### config.mk
export PLATFORM = sky130hd
export DESIGN_NAME = hazard_ctrl
export DESIGN_NICKNAME = d
export VERILOG_FILES = /design/src/rtl/hazard_ctrl.sv
export SDC_FILE = /design/constraint.sdc
export NUM_CORES = 1
export LEC_CHECK = 0
export BUFFER_PORTS_ARGS = -buffer_cell sky130_fd_sc_hd__buf_2
export CAP_MARGIN = 15
export CORE_UTILIZATION = 50
export DETAILED_ROUTE_END_ITERATION = 8
export PLACE_DENSITY = 0.77
export SYNTH_ARGS = -nofsm -noshare
export SYNTH_HDL_FRONTEND = slang
export SYNTH_SLANG_ARGS = --single-unit
export TNS_END_PERCENT = 10
### constraint.sdc
create_clock -name i_clk -period 5.3 [get_ports i_clk]
set_input_delay 0.795 -clock i_clk [delete_from_list [all_inputs] [get_ports i_clk]]
set_output_delay 0.795 -clock i_clk [all_outputs]
set_load 0.01 [all_outputs]
### src/rtl/hazard_ctrl.sv
// Pipeline hazard controller: operand forwarding, load-use and multicycle stalls,
// branch flushes, memory-busy freezes and saturating stall/flush counters.
module hazard_ctrl #(
   parameter int         REG_ADDR_W = 5,
   parameter logic [2:0] LOAD_SRC   = 3'b001,
   parameter int         EX_TIMEOUT = 64,
   parameter int         CNT_W      = 32
) (
   input  logic                  i_clk,
   input  logic                  i_arstn,
   input  logic [REG_ADDR_W-1:0] i_de_rs1_addr,
   input  logic [REG_ADDR_W-1:0] i_de_rs2_addr,
   input  logic [REG_ADDR_W-1:0] i_ex_rs1_addr,
   input  logic [REG_ADDR_W-1:0] i_ex_rs2_addr,
   input  logic [REG_ADDR_W-1:0] i_ex_rd_addr,
   input  logic [2:0]            i_ex_result_src,
   input  logic [REG_ADDR_W-1:0] i_mem_rd_addr,
   input  logic [REG_ADDR_W-1:0] i_wb_rd_addr,
   input  logic                  i_mem_reg_we,
   input  logic                  i_wb_reg_we,
   input  logic                  i_branch_taken,
   input  logic                  i_ex_mc_start,
   input  logic                  i_ex_done,
   input  logic                  i_mem_busy,
   input  logic                  i_cnt_clr,
   output logic                  o_stall_fetch,
   output logic                  o_stall_decode,
   output logic                  o_stall_exec,
   output logic                  o_stall_mem,
   output logic                  o_flush_decode,
   output logic                  o_flush_exec,
   output logic                  o_flush_mem,
   output logic [1:0]            o_forward_rs1,
   output logic [1:0]            o_forward_rs2,
   output logic                  o_ex_timeout,
   output logic [CNT_W-1:0]      o_stall_cycles,
   output logic [CNT_W-1:0]      o_flush_count
);

   localparam int TW = $clog2(EX_TIMEOUT) + 1;

   typedef enum logic {RUN, EX_BUSY} state_t;

   state_t        state;
   logic [TW-1:0] tmo_cnt;
   logic          mem_ok, wb_ok, load_use, tmo_hit, release_hold;

   assign mem_ok = i_mem_reg_we && (i_mem_rd_addr != '0);
   assign wb_ok  = i_wb_reg_we  && (i_wb_rd_addr  != '0);

   // Memory stage holds the younger result, so it wins over writeback.
   assign o_forward_rs1 = (mem_ok && i_mem_rd_addr == i_ex_rs1_addr) ? 2'b10 :
                          (wb_ok  && i_wb_rd_addr  == i_ex_rs1_addr) ? 2'b01 : 2'b00;
   assign o_forward_rs2 = (mem_ok && i_mem_rd_addr == i_ex_rs2_addr) ? 2'b10 :
                          (wb_ok  && i_wb_rd_addr  == i_ex_rs2_addr) ? 2'b01 : 2'b00;

   assign load_use = (i_ex_result_src == LOAD_SRC) && (i_ex_rd_addr != '0) &&
                     ((i_ex_rd_addr == i_de_rs1_addr) || (i_ex_rd_addr == i_de_rs2_addr));

   assign tmo_hit      = (tmo_cnt == TW'(EX_TIMEOUT - 1));
   assign release_hold = (state == EX_BUSY) && (i_ex_done || tmo_hit);

   always_comb begin
      o_stall_fetch  = 1'b0;
      o_stall_decode = 1'b0;
      o_stall_exec   = 1'b0;
      o_stall_mem    = 1'b0;
      o_flush_decode = 1'b0;
      o_flush_exec   = 1'b0;
      o_flush_mem    = 1'b0;
      if (i_mem_busy) begin
         o_stall_fetch  = 1'b1;
         o_stall_decode = 1'b1;
         o_stall_exec   = 1'b1;
         o_stall_mem    = 1'b1;
      end else if (state == EX_BUSY) begin
         if (!release_hold) begin
            o_stall_fetch  = 1'b1;
            o_stall_decode = 1'b1;
            o_stall_exec   = 1'b1;
            o_flush_mem    = 1'b1;
         end
      end else if (i_branch_taken) begin
         o_flush_decode = 1'b1;
         o_flush_exec   = 1'b1;
      end else if (i_ex_mc_start) begin
         o_stall_fetch  = 1'b1;
         o_stall_decode = 1'b1;
         o_stall_exec   = 1'b1;
         o_flush_mem    = 1'b1;
      end else if (load_use) begin
         o_stall_fetch  = 1'b1;
         o_stall_decode = 1'b1;
         o_flush_exec   = 1'b1;
      end
   end

   always_ff @(posedge i_clk or negedge i_arstn) begin
      if (!i_arstn) begin
         state          <= RUN;
         tmo_cnt        <= '0;
         o_ex_timeout   <= 1'b0;
         o_stall_cycles <= '0;
         o_flush_count  <= '0;
      end else begin
         // A done arriving together with the timeout is a normal release.
         o_ex_timeout <= !i_mem_busy && (state == EX_BUSY) && !i_ex_done && tmo_hit;
         if (!i_mem_busy) begin
            case (state)
               RUN: if (!i_branch_taken && i_ex_mc_start) begin
                  state   <= EX_BUSY;
                  tmo_cnt <= '0;
               end
               EX_BUSY: if (release_hold) state <= RUN;
                        else tmo_cnt <= tmo_cnt + 1'b1;
               default: state <= RUN;
            endcase
         end
         if (i_cnt_clr) begin
            o_stall_cycles <= '0;
            o_flush_count  <= '0;
         end else begin
            if (o_stall_fetch && !(&o_stall_cycles)) o_stall_cycles <= o_stall_cycles + CNT_W'(1);
            // Only a branch redirect raises the decode flush.
            if (o_flush_decode && !(&o_flush_count)) o_flush_count <= o_flush_count + CNT_W'(1);
         end
      end
   end

endmodule

==> impl_metrics.json, run 1 <==
{
  "crit_type": "flip-flop to output pin",
  "synth_top_area_cell": "dfrtp_1",
  "synthArstFlopShare_pct": 100,
  "io_buffers": 122,
  "dr.pass1.iters": 4,
  "cap_violations": 0,
  "slowest_delay_ps": 440,
  "wl_met2_mm": 5.53,
  "cp_data_arrival_time_ps": 2210,
  "vias": 4298,
  "crit_family": "compound AO/OA/AOI/OAI gates",
  "htreeDepth": 3,
  "yosys.area_share.simple_pct": 30.5,
  "die_area_um2": 9210,
  "clkTransAtPathRegs_ps": 90,
  "postCtsResizedCells": 0,
  "hold_viol_final": 0,
  "synth_edf_count": 0,
  "synth.area.mux_share_pct": 1.50,
  "p_leak_nw": 2.35,
  "synthTopCellsByArea": "dfrtp_1 (41%), xnor2_1 (6.9%), xor2_1 (5.4%), nor2_1 (4.4%), nand3_1 (4.1%)",
  "path_cells": "ha_1 -> nand2_1 -> o311ai_0 -> nand3b_1 -> a31oi_4 -> inv_1 -> buf_2",
  "cp-end-kind": "output pin",
  "yosysWarnings": 0,
  "period_needed_ps": 3000,
  "overflow": 0,
  "cts_root_buffer": "clkbuf_8",
  "start_kind": "flip-flop",
  "status": "completed",
  "synth-seq-cells": 73,
  "clk_latency_ps": 350,
  "fin_crit_sh_pct": 56.7,
  "drt_iter0_markers": 202,
  "syn_inst": 496,
  "mostFrequentLayoutCell": "buf_2",
  "synth_top_family_by_area": "simple AND/OR/NAND/NOR gates",
  "hold_class": "input port to async pin",
  "final_antenna_net_count": 0,
  "finalNetCount": 661,
  "syn-num-nets": 546,
  "grt_setup_unrepaired": "no",
  "drive_gt1_share_pct": 24.8,
  "grt_pass1_wl_mm": 18.1,
  "tightest_slew_ps": 1020,
  "drc_errors": 0,
  "floorplan.initialDensity_pct": 52.6,
  "cp_slowest_cell": "o311ai_0",
  "synth-seq-area-share_pct": 41.4,
  "track_usage_pct": 25.1,
  "cts_buffers": 9,
  "area_delta_synth_final_pct": 20.6,
  "viasPerCell": 5.96,
  "core-area_um2": 8380,
  "wl_met3_um": 577,
  "p_per_area_nw_per_um2": 228,
  "setup_viol": 0,
  "setup_tns_ps": 0,
  "rows": 33,
  "gp_congestion": 0.793,
  "synth_xor_area_share_pct": 12.3,
  "cts_tree": "done",
  "routed_wl_mm": 11.2,
  "drv_slew": 0,
  "syn-cell-area_um2": 4410,
  "wl_met1_mm": 4.88,
  "yosys.area.top_type_share_pct": 41.4,
  "io_pins": 123,
  "layout_common_cells": "buf_2 (122), dfrtp_1 (73), nor2_1 (52), nand3_1 (36), xnor2_1 (35)",
  "post_drt_wl_per_cell_um": 15.5,
  "post_cts_buffers": 0,
  "worstPathMaxFanout": 3,
  "antenna_cells": 0,
  "cp.required_ps": 4510,
  "timing.fmax_mhz": 333,
  "slew_headroom_pct": 31.8,
  "synth_cell_types": 43,
  "path_buf_inv": 2,
  "cts.sinks": 73,
  "synth_compound_area_share_pct": 10.0,
  "grt_pass1_vias": 3910,
  "ys.flop_type": "dfrtp_1",
  "finalPower_w": 0.00121,
  "die_y_um": 95.9,
  "maxUsedRoutingLayer": "met4",
  "antenna_found_initial": 0,
  "vdd_ir_drop_max_mv": 0.144,
  "clock_path_buffers": 2,
  "die-width_um": 95.9,
  "syn_avg_cell_area_um2": 8.90,
  "synth_adder_area_share_pct": 0.851,
  "fin_worst_skew_ps": 13.9,
  "grt_max_degree": 70,
  "dp_hpwl_mm": 7.93,
  "cts_hold_buf": 0
}
sequential cells by signal (all words and copies together), names as in the netlist:
register and flops:
o_flush_count 32, o_stall_cycles 32, tmo_cnt 7, o_ex_timeout 1, state 1
kinds of logic after synthesis:
family,count (synthesis)
and+or+nand+nor,241
AOI/OAI and AO/OA,75
DFF,73
xor gates and xnor gates,62
buffers and inverters,36
muxes,6
adders and majority gates,3
area by class of cell:
type,count,area [um2]
well taps,105,131
repair buffers,127,646
multi-input cells,387,2440
clock inverters,7,95.1
flip-flops and latches,73,1830
fillers,731,3060
inverters,13,53.8
clock buffers,9,124
path summary, 6_finish.rpt:
kind | start | slack [ps] | to | cells after the start
worst max-delay path | tmo_cnt[0] | 2300 | o_stall_decode | 7
worst min-delay path | i_arstn | 460 | o_stall_cycles[23] | 1
worst max register to register | tmo_cnt[0] | 2650 | o_stall_cycles[17] | 8
worst min register to register | tmo_cnt[0] | 520 | tmo_cnt[0] | 1
max in group asynchronous | i_arstn | 3790 | o_flush_count[5] | 2
min in group i_clk | tmo_cnt[0] | 520 | tmo_cnt[0] | 1
metrics by stage:
step | std cells | instance area (um2) | worst slack (ps) | hold slack (ps) | util [%]
2_1_floorplan | 496 | 4410 | 2270 | 477 | -
3_3_place_gp | 704 | 5100 | 2350 | 496 | 60.8
3_5_place_dp | 704 | 5100 | 2300 | 511 | 60.8
4_1_cts | 720 | 5320 | 2260 | 479 | 63.4
5_1_grt | 721 | 5320 | 2090 | 522 | 63.5
6_report | 721 | 5320 | 2300 | 457 | 63.5
Yosys cell counts, drive strengths merged (8+ instances only):
master  instances
or3            14
xor2           27
a21oi          32
nand4          16
o21ai          17
and4           12
or4            24
xnor2          35
nand3          37
inv            12
dfrtp          73
clkbuf         18
nand2          30
nor3           10
and3            8
nor4           16
nor2           52
o31ai          17
power breakdown:
part           switching, W  internal, W  leakage (nW)
combinational     0.0000824    0.0000523          1.23
clock              0.000222     0.000265         0.109
sequential        0.0000180     0.000571          1.01
layer usage:
layer	global-route usage (%)	vias up
li1	-	2051
met5	0	-
met4	9.83	0
met1	33.1	2079
met3	3.24	15
met2	41.8	153
Power figures use the tool's default switching activity.
==> run 2, diff against run 1 <==
--- a/config.mk
+++ b/config.mk
@@ -7,7 +7,7 @@
 export LEC_CHECK = 0
 export BUFFER_PORTS_ARGS = -buffer_cell sky130_fd_sc_hd__buf_2
 export CAP_MARGIN = 15
-export CORE_UTILIZATION = 50
+export CORE_UTILIZATION = 48
 export DETAILED_ROUTE_END_ITERATION = 8
 export PLACE_DENSITY = 0.77
 export SYNTH_ARGS = -nofsm -noshare
==> constraint.sdc (replaced) <==
create_clock -name i_clk -period 2.4 [get_ports i_clk]
set_input_delay 0.36 -clock i_clk [delete_from_list [all_inputs] [get_ports i_clk]]
set_output_delay 0.36 -clock i_clk [all_outputs]
set_load 0.01 [all_outputs]
==> run 2 against run 1 <==
The flow now finishes with violations (design-rule violations). Register-to-register slack got worse by 2600 ps. Clock power rose to 2.6 times the previous value. Non-clock buffer count rose by 29. Final cell count rose by 4.4%. Sequential share of layout area fell by 2.6 points. First-iteration DRC count fell by 5.0%. Routed wire length rose by 6.1%. Flip-flop and latch count did not move. Power rose by 150%. Global-route usage rose by 0.30 points. Highest routed layer unchanged.
==> impl_metrics.json, run 2 (synthesis results as in run 1) <==
{
  "status": "finished, violations left",
  "violations": "design-rule violations",
  "drv_slew": 0,
  "dr.pass1.iters": 7,
  "cap_violations": 0,
  "slew_headroom_pct": 47.0,
  "mostFrequentLayoutCell": "buf_2",
  "cts_tree": "done",
  "tightest_slew_ps": 788,
  "reg2reg_slack_ps": 70,
  "gp_congestion": 0.860,
  "fin_worst_skew_ps": 8.00,
  "die_y_um": 97.9,
  "floorplan.initialDensity_pct": 50.1,
  "dpl_cell_area_um2": 5280,
  "setup_viol": 0,
  "cts_hold_buf": 0,
  "p_clk_share_pct": 41.9,
  "io_pins": 123,
  "final_antenna_net_count": 0,
  "drc_errors": 6,
  "utilization_pct": 65.4,
  "period_needed_ps": 2350,
  "dp_hpwl_mm": 8.17,
  "cts_buffers": 9,
  "clk_latency_ps": 350,
  "crit_type": "flip-flop to output pin",
  "cp-end-kind": "output pin",
  "viasPerCell": 5.83,
  "cp.required_ps": 2040,
  "drive_gt1_share_pct": 29.5,
  "worstPathMaxFanout": 7,
  "grt_max_degree": 74,
  "die-width_um": 97.9,
  "cts.sinks": 73,
  "post_drt_wl_per_cell_um": 15.7,
  "timing.fmax_mhz": 426,
  "finalNetCount": 690,
  "io_buffers": 122,
  "clock_path_buffers": 2,
  "hold_viol_final": 0,
  "clkTransAtPathRegs_ps": 80,
  "drt_iter0_markers": 192,
  "hold_class": "input port to async pin",
  "grt_pass1_vias": 4236,
  "start_kind": "flip-flop",
  "fin_crit_sh_pct": 97.9,
  "grt_pass1_wl_mm": 19.8,
  "p_leak_nw": 2.58,
  "cts_root_buffer": "clkbuf_8",
  "comb_power_share_pct": 14.4,
  "num-fill-cells": 716,
  "finalPower_w": 0.00299,
  "track_usage_pct": 25.4,
  "power.internal_w": 0.00225,
  "layout_common_cells": "buf_2 (119), dfrtp_1 (73), nor2_1 (51), nand3_1 (36), xnor2_1 (35)",
  "vias": 4393,
  "antenna_cells": 0,
  "overflow": 0,
  "largestRegisters": "o_flush_count (32), o_stall_cycles (32), tmo_cnt (7)",
  "rows": 34,
  "vdd_ir_drop_max_mv": 0.234,
  "area_delta_synth_final_pct": 30.5,
  "grt_setup_unrepaired": "yes",
  "p_switching_w": 0.000740,
  "die_area_um2": 9580,
  "fin_area_um2": 5760,
  "swShare_pct": 24.8,
  "antenna_found_initial": 0,
  "seq_power_share_pct": 43.7,
  "p_per_area_nw_per_um2": 519,
  "htreeDepth": 3,
  "routed_wl_mm": 11.8,
  "core-area_um2": 8810,
  "cp_data_arrival_time_ps": 1990
}
[run 2: what timing repair did]
action                                  4_1_cts  5_1_grt
endpoints found under the setup margin        3       14
gates cloned                                  2        0
resized for setup                             4       14
pin swaps                                     2        5
buffers inserted                              5        5
[run 2: layout make-up]
| cell class | count | area [um2] | share of cell area [%] |
|---|---|---|---|
| multi-input combinational | 387 | 2500 | 43.5 |
| sequential | 73 | 1830 | 31.7 |
| clock inverter | 4 | 97.6 | 1.69 |
| tap | 108 | 135 | 2.35 |
| timing repair buffer | 156 | 972 | 16.9 |
| inverter | 13 | 58.8 | 1.02 |
| clock buffer | 12 | 165 | 2.87 |
[run 2: through the flow]
stage | setup slack (ps) | instances | TNS (ps) | hold slack (ps)
5_1_grt | -33.8 | 753 | -90.0 | 65.3
2_1_floorplan | 7.75 | 496 | 0 | 64.4
3_3_place_gp | 99.8 | 726 | 0 | 424
4_1_cts | 19.9 | 749 | 0 | 43.0
6_report | 51.6 | 753 | 0 | 0.515
3_5_place_dp | 11.3 | 726 | 0 | 427
[run 2: power by group through the flow]
| stage | registers [W] | clock network, W | logic, W |
|---|---|---|---|
| floorplan | 0.00132 | 0 | 0.000164 |
| global placement | 0.00132 | 0 | 0.000314 |
| detailed placement | 0.00132 | 0 | 0.000326 |
| CTS | 0.00129 | 0.00128 | 0.000389 |
| global route | 0.00131 | 0.00133 | 0.000471 |
| finish | 0.00130 | 0.00125 | 0.000431 |
[run 2: final timing paths]
kind,startpoint,endpoint,cells after the start
worst max register to register,tmo_cnt[1],o_stall_cycles[29],10
worst max-delay path,tmo_cnt[1],o_stall_decode,8
worst min register to register,o_flush_count[13],o_flush_count[13],2
max in group asynchronous,i_arstn,o_stall_cycles[19],2
min in group i_clk,i_ex_done,o_ex_timeout,4
worst min-delay path,i_arstn,o_stall_cycles[23],2
[run 2: per-layer routing]
metal | up-vias | part of all wire, % | track usage (%)
met5 | - | 0 | 0
met4 | 0 | 2.3 | 11.8
met3 | 25 | 6.4 | 3.72
met2 | 191 | 49 | 41.8
met1 | 2068 | 42 | 33.0
li1 | 2109 | - | -
[run 2: critical path, cell delays in order (launching register included)]
cell and delay (ps):
dfrtp_1 420, ha_4 180, nand2_4 60, o311ai_4 280, nand3b_1 180, a31oi_4 220, buf_12 160, inv_6 30
buf_6 110
